**config.mk**
```make
export PLATFORM = sky130hd
export DESIGN_NAME = dtc_share_sched_flat
export DESIGN_NICKNAME = d
export VERILOG_FILES = /design/src/rtl/dtc_share_sched_if.sv /design/src/rtl/dtc_share_sched.sv /design/src/flat_wrapper.sv
export SDC_FILE = /design/constraint.sdc
export NUM_CORES = 1
export LEC_CHECK = 0
export ABC_AREA = 1
export CORE_MARGIN = 10
export CORE_UTILIZATION = 35
export DETAILED_ROUTE_END_ITERATION = 10
export SYNTH_ARGS = -nofsm -noshare
export SYNTH_HDL_FRONTEND = slang
export SYNTH_SLANG_ARGS = --single-unit
```
**constraint.sdc**
```tcl
create_clock -name clk -period 3.05 [get_ports clk]
set_input_delay 0.305 -clock clk [delete_from_list [all_inputs] [get_ports clk]]
set_output_delay 0.305 -clock clk [all_outputs]
set_load 0.05 [all_outputs]
```
**src/rtl/dtc_share_sched_if.sv**
```systemverilog
// Bundle of the request, classifier, response and counter signals around the
// shared decision-tree scheduler. The slave modport is the scheduler; the
// master modport is the surrounding system (producers, classifier, consumer).
interface dtc_share_sched_if #(
  parameter int N_REQ  = 4,
  parameter int FEAT_W = 8,
  parameter int CLS_W  = 2,
  parameter int CNT_W  = 16
) ();
  localparam int ID_W  = $clog2(N_REQ);
  localparam int N_CLS = 2**CLS_W;

  logic [N_REQ-1:0]        req_valid;
  logic [N_REQ*FEAT_W-1:0] req_feat;
  logic [N_REQ-1:0]        req_ready;
  logic [FEAT_W-1:0]       dt_inp;
  logic [CLS_W-1:0]        dt_outp;
  logic                    rsp_valid;
  logic                    rsp_ready;
  logic [ID_W-1:0]         rsp_id;
  logic [CLS_W-1:0]        rsp_class;
  logic                    cnt_clear;
  logic [N_CLS*CNT_W-1:0]  class_cnt;
  logic                    busy;

  modport master (
    output req_valid, req_feat, dt_outp, rsp_ready, cnt_clear,
    input  req_ready, dt_inp, rsp_valid, rsp_id, rsp_class, class_cnt, busy
  );

  modport slave (
    input  req_valid, req_feat, dt_outp, rsp_ready, cnt_clear,
    output req_ready, dt_inp, rsp_valid, rsp_id, rsp_class, class_cnt, busy
  );
endinterface

```
**src/rtl/dtc_share_sched.sv**
```systemverilog
// Round-robin scheduler sharing one combinational decision-tree classifier
// among N_REQ requesters. One feature is evaluated at a time: IDLE grants,
// EVAL samples the classifier, RESP holds the tagged result until consumed.
// Per-class hit counters saturate and can be cleared synchronously.
module dtc_share_sched #(
  parameter int N_REQ  = 4,
  parameter int FEAT_W = 8,
  parameter int CLS_W  = 2,
  parameter int CNT_W  = 16
) (
  input  logic             clk,
  input  logic             rst_n,
  dtc_share_sched_if.slave bus
);
  localparam int ID_W  = $clog2(N_REQ);
  localparam int N_CLS = 2**CLS_W;
  localparam logic [CNT_W-1:0] CNT_MAX = '1;

  typedef enum logic [1:0] {IDLE, EVAL, RESP} state_t;

  state_t            state;
  logic [ID_W-1:0]   rr_ptr;
  logic [ID_W-1:0]   winner;
  logic              found;
  logic [FEAT_W-1:0] feat_arr [N_REQ];
  logic [CNT_W-1:0]  cnt_q    [N_CLS];

  // Unpack the flat feature bus into one word per requester.
  always_comb begin
    for (int i = 0; i < N_REQ; i++) begin
      feat_arr[i] = bus.req_feat[i*FEAT_W +: FEAT_W];
    end
  end

  // Round-robin search starting at rr_ptr; ID_W-bit addition wraps at N_REQ.
  always_comb begin
    logic [ID_W-1:0] idx;
    // NOTE: every variable gets a default before any conditional write so
    // no path leaves it holding its old value, which would infer a latch.
    found  = 1'b0;
    winner = rr_ptr;
    idx    = rr_ptr;
    for (int k = 0; k < N_REQ; k++) begin
      idx = rr_ptr + ID_W'(k);
      if (!found && bus.req_valid[idx]) begin
        found  = 1'b1;
        winner = idx;
      end
    end
  end

  // Grant decodes from state, req_valid and rr_ptr only; one-hot or zero.
  always_comb begin
    bus.req_ready = '0;
    if (state == IDLE && found) begin
      bus.req_ready[winner] = 1'b1;
    end
  end

  // Transaction FSM with all response-side outputs registered.
  always_ff @(posedge clk) begin
    // NOTE: state registers use non-blocking assignments so every flop
    // samples pre-edge values regardless of statement order.
    if (!rst_n) begin
      state         <= IDLE;
      rr_ptr        <= '0;
      bus.dt_inp    <= '0;
      bus.rsp_id    <= '0;
      bus.rsp_class <= '0;
      bus.rsp_valid <= 1'b0;
      bus.busy      <= 1'b0;
    end else begin
      case (state)
        IDLE: begin
          if (found) begin
            bus.dt_inp <= feat_arr[winner];
            bus.rsp_id <= winner;
            bus.busy   <= 1'b1;
            state      <= EVAL;
          end
        end
        EVAL: begin
          bus.rsp_class <= bus.dt_outp;
          bus.rsp_valid <= 1'b1;
          state         <= RESP;
        end
        RESP: begin
          if (bus.rsp_ready) begin
            bus.rsp_valid <= 1'b0;
            rr_ptr        <= bus.rsp_id + ID_W'(1);
            bus.busy      <= 1'b0;
            state         <= IDLE;
          end
        end
        default: begin
          bus.rsp_valid <= 1'b0;
          bus.busy      <= 1'b0;
          state         <= IDLE;
        end
      endcase
    end
  end

  // Saturating per-class hit counters; clear takes priority over increment.
  always_ff @(posedge clk) begin
    // NOTE: this small counter array is architecturally visible, so it is
    // reset explicitly; large data memories would normally not be.
    if (!rst_n || bus.cnt_clear) begin
      for (int k = 0; k < N_CLS; k++) begin
        cnt_q[k] <= '0;
      end
    end else if (state == EVAL && cnt_q[bus.dt_outp] != CNT_MAX) begin
      cnt_q[bus.dt_outp] <= cnt_q[bus.dt_outp] + CNT_W'(1);
    end
  end

  // Flatten the counters onto the output bus, class k at [k*CNT_W +: CNT_W].
  for (genvar k = 0; k < N_CLS; k++) begin : g_cnt_out
    assign bus.class_cnt[k*CNT_W +: CNT_W] = cnt_q[k];
  end
endmodule
```
**src/flat_wrapper.sv**
```systemverilog
// flat-port wrapper written by rule: the top's interface ports become plain ports
module dtc_share_sched_flat 
#(
  parameter int N_REQ  = 4,
  parameter int FEAT_W = 8,
  parameter int CLS_W  = 2,
  parameter int CNT_W  = 16
)
  (clk, rst_n, bus_req_valid, bus_req_feat, bus_dt_outp, bus_rsp_ready, bus_cnt_clear, bus_req_ready, bus_dt_inp, bus_rsp_valid, bus_rsp_id, bus_rsp_class, bus_class_cnt, bus_busy);
  dtc_share_sched_if #(.N_REQ(N_REQ), .FEAT_W(FEAT_W), .CLS_W(CLS_W), .CNT_W(CNT_W)) bus_i ();
  input  logic clk;
  input  logic rst_n;
  input wire logic [$bits(bus_i.req_valid)-1:0] bus_req_valid;
  input wire logic [$bits(bus_i.req_feat)-1:0] bus_req_feat;
  input wire logic [$bits(bus_i.dt_outp)-1:0] bus_dt_outp;
  input wire logic [$bits(bus_i.rsp_ready)-1:0] bus_rsp_ready;
  input wire logic [$bits(bus_i.cnt_clear)-1:0] bus_cnt_clear;
  output wire logic [$bits(bus_i.req_ready)-1:0] bus_req_ready;
  output wire logic [$bits(bus_i.dt_inp)-1:0] bus_dt_inp;
  output wire logic [$bits(bus_i.rsp_valid)-1:0] bus_rsp_valid;
  output wire logic [$bits(bus_i.rsp_id)-1:0] bus_rsp_id;
  output wire logic [$bits(bus_i.rsp_class)-1:0] bus_rsp_class;
  output wire logic [$bits(bus_i.class_cnt)-1:0] bus_class_cnt;
  output wire logic [$bits(bus_i.busy)-1:0] bus_busy;
  assign bus_i.req_valid = bus_req_valid;
  assign bus_i.req_feat = bus_req_feat;
  assign bus_i.dt_outp = bus_dt_outp;
  assign bus_i.rsp_ready = bus_rsp_ready;
  assign bus_i.cnt_clear = bus_cnt_clear;
  assign bus_req_ready = bus_i.req_ready;
  assign bus_dt_inp = bus_i.dt_inp;
  assign bus_rsp_valid = bus_i.rsp_valid;
  assign bus_rsp_id = bus_i.rsp_id;
  assign bus_rsp_class = bus_i.rsp_class;
  assign bus_class_cnt = bus_i.class_cnt;
  assign bus_busy = bus_i.busy;
  dtc_share_sched #(.N_REQ(N_REQ), .FEAT_W(FEAT_W), .CLS_W(CLS_W), .CNT_W(CNT_W)) u_core (.clk(clk), .rst_n(rst_n), .bus(bus_i));
endmodule
```
=== Word-level counts from Yosys, hierarchy flattened ===
Memory sizes are Yosys's and may differ from the RTL's.
Index checks and enable logic that the tools add are counted.

* Bits in registers: 18
* Memory bits (writable): 64
* Output and inout bits: 82
* Word-level logic and storage cells: 82
* Memories kept: 1

{| class="wikitable"
|+ Memory list
! name !! depth !! bits a word !! rd ports !! clocked after Yosys merged registers in !! write ports !! line !! RTL
|-
| u_core.cnt_q || 4 || 16 || 5 || 0 || 4 || dtc_share_sched.sv:26 || <nowiki>logic [CNT_W-1:0] cnt_q [N_CLS];</nowiki>
|}

* Add/sub/neg operators: 5
* Order comparisons: 7
* Eq/ne operators: 5
* Muxes and demuxes: 36
* Bitwise logic cells: 3
* Reduce and logical (&&, ||, !) cells: 18

{| class="wikitable"
|+ Operators with widths
! kind !! number
|-
| $mux W1 || 17
|-
| $add A16 B1 Y16 const B || 1
|-
| $bmux W8 S2 || 1
|-
| $mux W16 || 1
|-
| $mux W8 || 2
|-
| $ne A16 B16 Y1 const B || 1
|-
| $reduce_or A16 Y1 || 1
|-
| $lt A2 B3 Y1 const B || 5
|-
| $mux W2 || 6
|-
| $bmux W1 S2 || 4
|-
| $reduce_and A2 Y1 || 4
|-
| $logic_and A1 B1 Y1 || 6
|-
| $pmux W1 S3 || 2
|-
| $pmux W2 S3 || 1
|-
| $add A2 B1 Y2 const B || 2
|-
| $add A2 B2 Y2 const B || 2
|-
| $logic_not A1 Y1 || 4
|-
| $mux W4 || 1
|-
| $ge A3 B3 Y1 const B || 1
|-
| $not A2 Y3 || 1
|-
| $reduce_and A3 Y1 || 1
|-
| $demux W1 S2 || 1
|-
| $eq A2 B1 Y1 const B || 1
|-
| $eq A2 B2 Y1 const B || 1
|-
| 6 further kinds || 7
|}

=== Depth between registers and ports, before layout ===
* Depth in word-level cells: 17
* Mapped depth: 18

=== Worst setup path before layout ===
No wires, ideal clock.

* Path type: reg2reg
* From: memory u_core.cnt_q[2][0]
* To: memory u_core.cnt_q[3][0], enable pin
* Arrival: 2,928 ps
* Data required time: 2,636 ps
* Path slack: -292 ps
* Cell stages (with the launch flop): 13
* Path buffers: 0
* Period minus slack after synthesis: 3,342 ps
* Path through: edfxtp_1 > nor2_1 > nor2_1 > o21ai_0 > o21ai_2 > ha_1 > inv_1 > nor2_1 > nand2_1 > nor2_2 > nand4_2 > nand2_1 > o31ai_1

{| class="wikitable"
|+ RTL lines
! what !! line
|-
| from (decl) || dtc_share_sched.sv:26
|}

=== Final worst setup path ===
* From: register u_core.rr_ptr[0]
* To: output port bus_req_ready[1]

* Word-level cells in the longest chain between the ends: 17
* Elaborated cells between the ends (all ways): 31

{| class="wikitable"
|+ RTL lines
! what !! line !! RTL
|-
| from (decl) || dtc_share_sched.sv:22 || <nowiki>logic [ID_W-1:0] rr_ptr;</nowiki>
|-
| from (signal assigned) || dtc_share_sched.sv:90 || <nowiki>rr_ptr <= bus.rsp_id + ID_W'(1);</nowiki>
|-
| branches (longest 16 deep; another with $lt A2 B3 Y1) || - ||
|-
| $mux W4 * || dtc_share_sched.sv:55 || <nowiki>if (state == IDLE && found) begin</nowiki>
|-
| to (decl) || flat_wrapper.sv:18 || <nowiki>output wire logic [$bits(bus_i.req_ready)-1:0] bus_req_ready;</nowiki>
|}

Mark *: on every way between the ends. The select of a mux whose other input is x is not followed.

==> flow_metrics.env <==
export IMPL_dp_hpwl_um=11300
export IMPL_critPathLaunch="u_core.rr_ptr[0]$_SDFFE_PN0P_"
export IMPL_tightest_slew_ns=0.670
export IMPL_max_clock_path_buffers=2
export IMPL_crit_fanout=17
export IMPL_grt_usage_pct=15.7
export IMPL_core_mm2=0.0132
export IMPL_max_stage_delay_ns=0.36
export IMPL_area_delta_synth_final_pct=39.7
export IMPL_postCtsSetupBuffers=0
export IMPL_avgSynthCellArea_um2=8.21
export IMPL_skew_ns=0.00685
export IMPL_cts_sinks=82
export IMPL_r2r_start="u_core.cnt_q[2][0]$_SDFFCE_PN0P_"
export IMPL_slew_headroom_pct=54.8
export IMPL_via_per_inst=4.85
export IMPL_drt_iter0_markers=332
export IMPL_dr_max_layer_used="met4"
export IMPL_ys_ff_latch=82
export IMPL_post_route_util_pct=49.8
export IMPL_r2r_end="u_core.cnt_q[2][15]$_SDFFCE_PN0P_"
export IMPL_hold_path_class="reg2reg"
export IMPL_maxSlewViolCount=0
export IMPL_grt_antenna_before_repair=0
export IMPL_setup_viol=0
export IMPL_synth_area_leaders="edfxtp_1, nand2_1, nand3_1, dfxtp_1, nor2_1"
export IMPL_start_kind="flop"
export IMPL_synth_top_cell_area_share_pct=40.7
export IMPL_hold_viol_final=0
export IMPL_crit_required_ns=2.74
export IMPL_place_congestion=0.908
export IMPL_ant_nets=0
export IMPL_grt_max_degree=22
export IMPL_ys_types=39
export IMPL_first_global_vias=4259
export IMPL_r2r_slack_ns=0.62
export IMPL_synth_area_leader_cell="edfxtp_1"
export IMPL_vias=4350
export IMPL_numCtsBuffers=9
export IMPL_syn_area_mm2=0.00472
export IMPL_period_share_pct=89.6
export IMPL_dp_slack_ns=-0.0404
export IMPL_irDropWorstVdd_mv=0.369
export IMPL_min_period_ns=2.73
export IMPL_clk_pin_slew_ns=0.06
export IMPL_ctsHtreeMaxLevel=3
export IMPL_reg2reg_depth=15
export IMPL_firstDrtPassIters=5
export IMPL_crit_chain="buf_4, nand2_1, nand3_1, nand2_1, nor2_8, nand3_4, nand2_4, nand2_4, inv_1, nand2_1, nor2_1, buf_4"
export IMPL_p_leak_uw=0.00278
export IMPL_path_common_cell="nand2_1"
export IMPL_drive_above_1_share_pct=13.7
export IMPL_cp_top_family="simple AND/OR/NAND/NOR gates"
export IMPL_wl_met2_um=7280
export IMPL_grt_pass1_wl_um=23000
export IMPL_yosys_warnings=0
export IMPL_fmax_mhz=366
export IMPL_port_buffers=123
export IMPL_io_pins=124
export IMPL_initial_core_util_pct=35.6
export IMPL_cp_slowest_cell="dfxtp_1"
export IMPL_die_area_mm2=0.0185
export IMPL_insertion_delay_ns=0.34
export IMPL_syn_instance_count=575
export IMPL_rsz0062_at_grt="no"
export IMPL_cap_violations=0
export IMPL_die_w_um=136
export IMPL_die_y_um=136
export IMPL_synth_nets=618
export IMPL_cp_arrival_ns=2.43
export IMPL_cts_tree="done"
export IMPL_row_count=42
export IMPL_routedLengthMet1_um=6050
export IMPL_criticalPathCategory="reg2out"
export IMPL_critical_path_buf_inv_count=3
export IMPL_final_nets=759
export IMPL_powerDensity_mw_per_mm2=545
export IMPL_status="finished, final reports clean"
export IMPL_hold_end="u_core.bus.busy$_SDFFE_PN0P_"
export IMPL_setup_slack_ns=0.316
export IMPL_tns_ns=0
export IMPL_drt_total_wl_um=14600
export IMPL_end_kind="output pin"
export IMPL_cts_root_buffer="clkbuf_16"
export IMPL_grt_overflow=0
export IMPL_min_delay_start="u_core.bus.busy$_SDFFE_PN0P_"
export IMPL_drc=0
export IMPL_diodes=0
export IMPL_seq_area_frac_synth_pct=48.4
export IMPL_wire_per_inst_um=16.3
export IMPL_hold_worst_slack_ns=0.481
export IMPL_routed_wl_met3_um=1070
export IMPL_whs_path_depth=2
export IMPL_total_power_uw=3590
==> cell usage in the layout (no fill, tap or decap), types with 2 or more instances in the layout <==
cell type and count:
bufinv_16 2, xnor2_1 3, dfxtp_1 17, clkdlybuf4s50_1 118, clkbuf_16 9, buf_4 28, nand3_4 2, clkinvlp_4 2
nand2_1 181, inv_1 34, nand3b_1 4, nand2_4 7, a21oi_1 12, nor2_1 91, a21oi_2 4, o21ai_2 2
nand4_1 4, buf_12 6, nor2_2 12, inv_6 2, o21ai_1 3, nor2_4 2, nand2_2 4, xor2_1 6
edfxtp_1 64, inv_2 6, o21ai_0 7, nand3_1 73
==> worst reg2reg max path: stages (launching register included) <==
cell      delay, ns
edfxtp_1       0.42
nor2_1         0.11
nor2_1         0.05
o21ai_0        0.10
o21ai_2        0.10
ha_1           0.19
inv_1          0.08
nor2_1         0.06
nand2_1        0.13
nor2_2         0.07
nand4_2        0.11
nand3_4        0.11
nor2_4         0.17
nand2_4        0.11
nand2_1        0.12
buf_4          0.19
==> final cells by class <==
class	count	area (um2)
Multi-Input combinational cell	430	2090
Clock buffer	9	225
Fill cell	1267	6650
Timing Repair Buffer	153	1520
Sequential cell	82	2280
Tap cell	176	220
Inverter	40	150
Clock inverter	7	101
==> cell families after synthesis <==
| group | synth area share, % |
|---|---|
| adder cells (fa/ha/maj) | 0.265 |
| flip-flops | 48.4 |
| AND/OR/NAND/NOR | 37.5 |
| XOR/XNOR | 2.02 |
| AO/OA/AOI/OAI | 4.29 |
| buffers and inverters | 7.61 |
==> Yosys cell counts, drive strengths merged <==
cell type,instances
a211oi,1
a21oi,16
buf,22
clkbuf,1
dfxtp,18
edfxtp,64
ha,1
inv,40
nand2,192
nand3,76
nand3b,4
nand4,6
nor2,106
nor3,3
o21ai,13
o22a,1
o31ai,1
xnor2,3
xor2,7
==> what timing repair did <==
item	4_1_cts	5_1_grt
hold endpoints to repair	0	0
endpoints found under the setup margin	0	19
hold buffers	0	0
resized for setup	0	3
==> metrics by stage <==
step | std cells | cell area, um2
after floorplan | 575 | 4720
after global placement | 881 | 6260
after detailed placement | 881 | 6260
after CTS | 897 | 6580
after global routing | 897 | 6590
final | 897 | 6590
==> worst max-delay path by stage <==
stage / endpoint / slack (ns) / cells past startpoint
3_5_place_dp: u_core.cnt_q[2][9]$_SDFFCE_PN0P_ / -0.04 / 17
3_3_place_gp: u_core.cnt_q[2][8]$_SDFFCE_PN0P_ / 0.06 / 17
6_report: bus_req_ready[1] / 0.32 / 12
5_1_grt: bus_req_ready[3] / 0.008 / 14
4_1_cts: bus_req_ready[0] / 0.15 / 13
2_1_floorplan: u_core.cnt_q[0][0]$_SDFFCE_PN0P_ / 0.11 / 13
==> layer usage <==
metal | up-vias | GRT usage, %
li1 | 2159 | -
met1 | 2057 | 18.8
met2 | 118 | 26.8
met3 | 16 | 4.43
met4 | 0 | 4.14
met5 | - | 0
==> report_power, final <==
part | internal, uW | switching [uW] | total (uW)
clock network | 724 | 463 | 1190
registers | 1290 | 55.5 | 1340
logic | 350 | 710 | 1060
==> state kept, by name, summed over array words and instances, names as in the netlist <==
name	flops
u_core.bus.busy	1
u_core.bus.dt_inp	8
u_core.bus.rsp_class	2
u_core.bus.rsp_id	2
u_core.bus.rsp_valid	1
u_core.cnt_q	64
u_core.rr_ptr	2
u_core.state	2
Power figures use the tool's default switching activity.
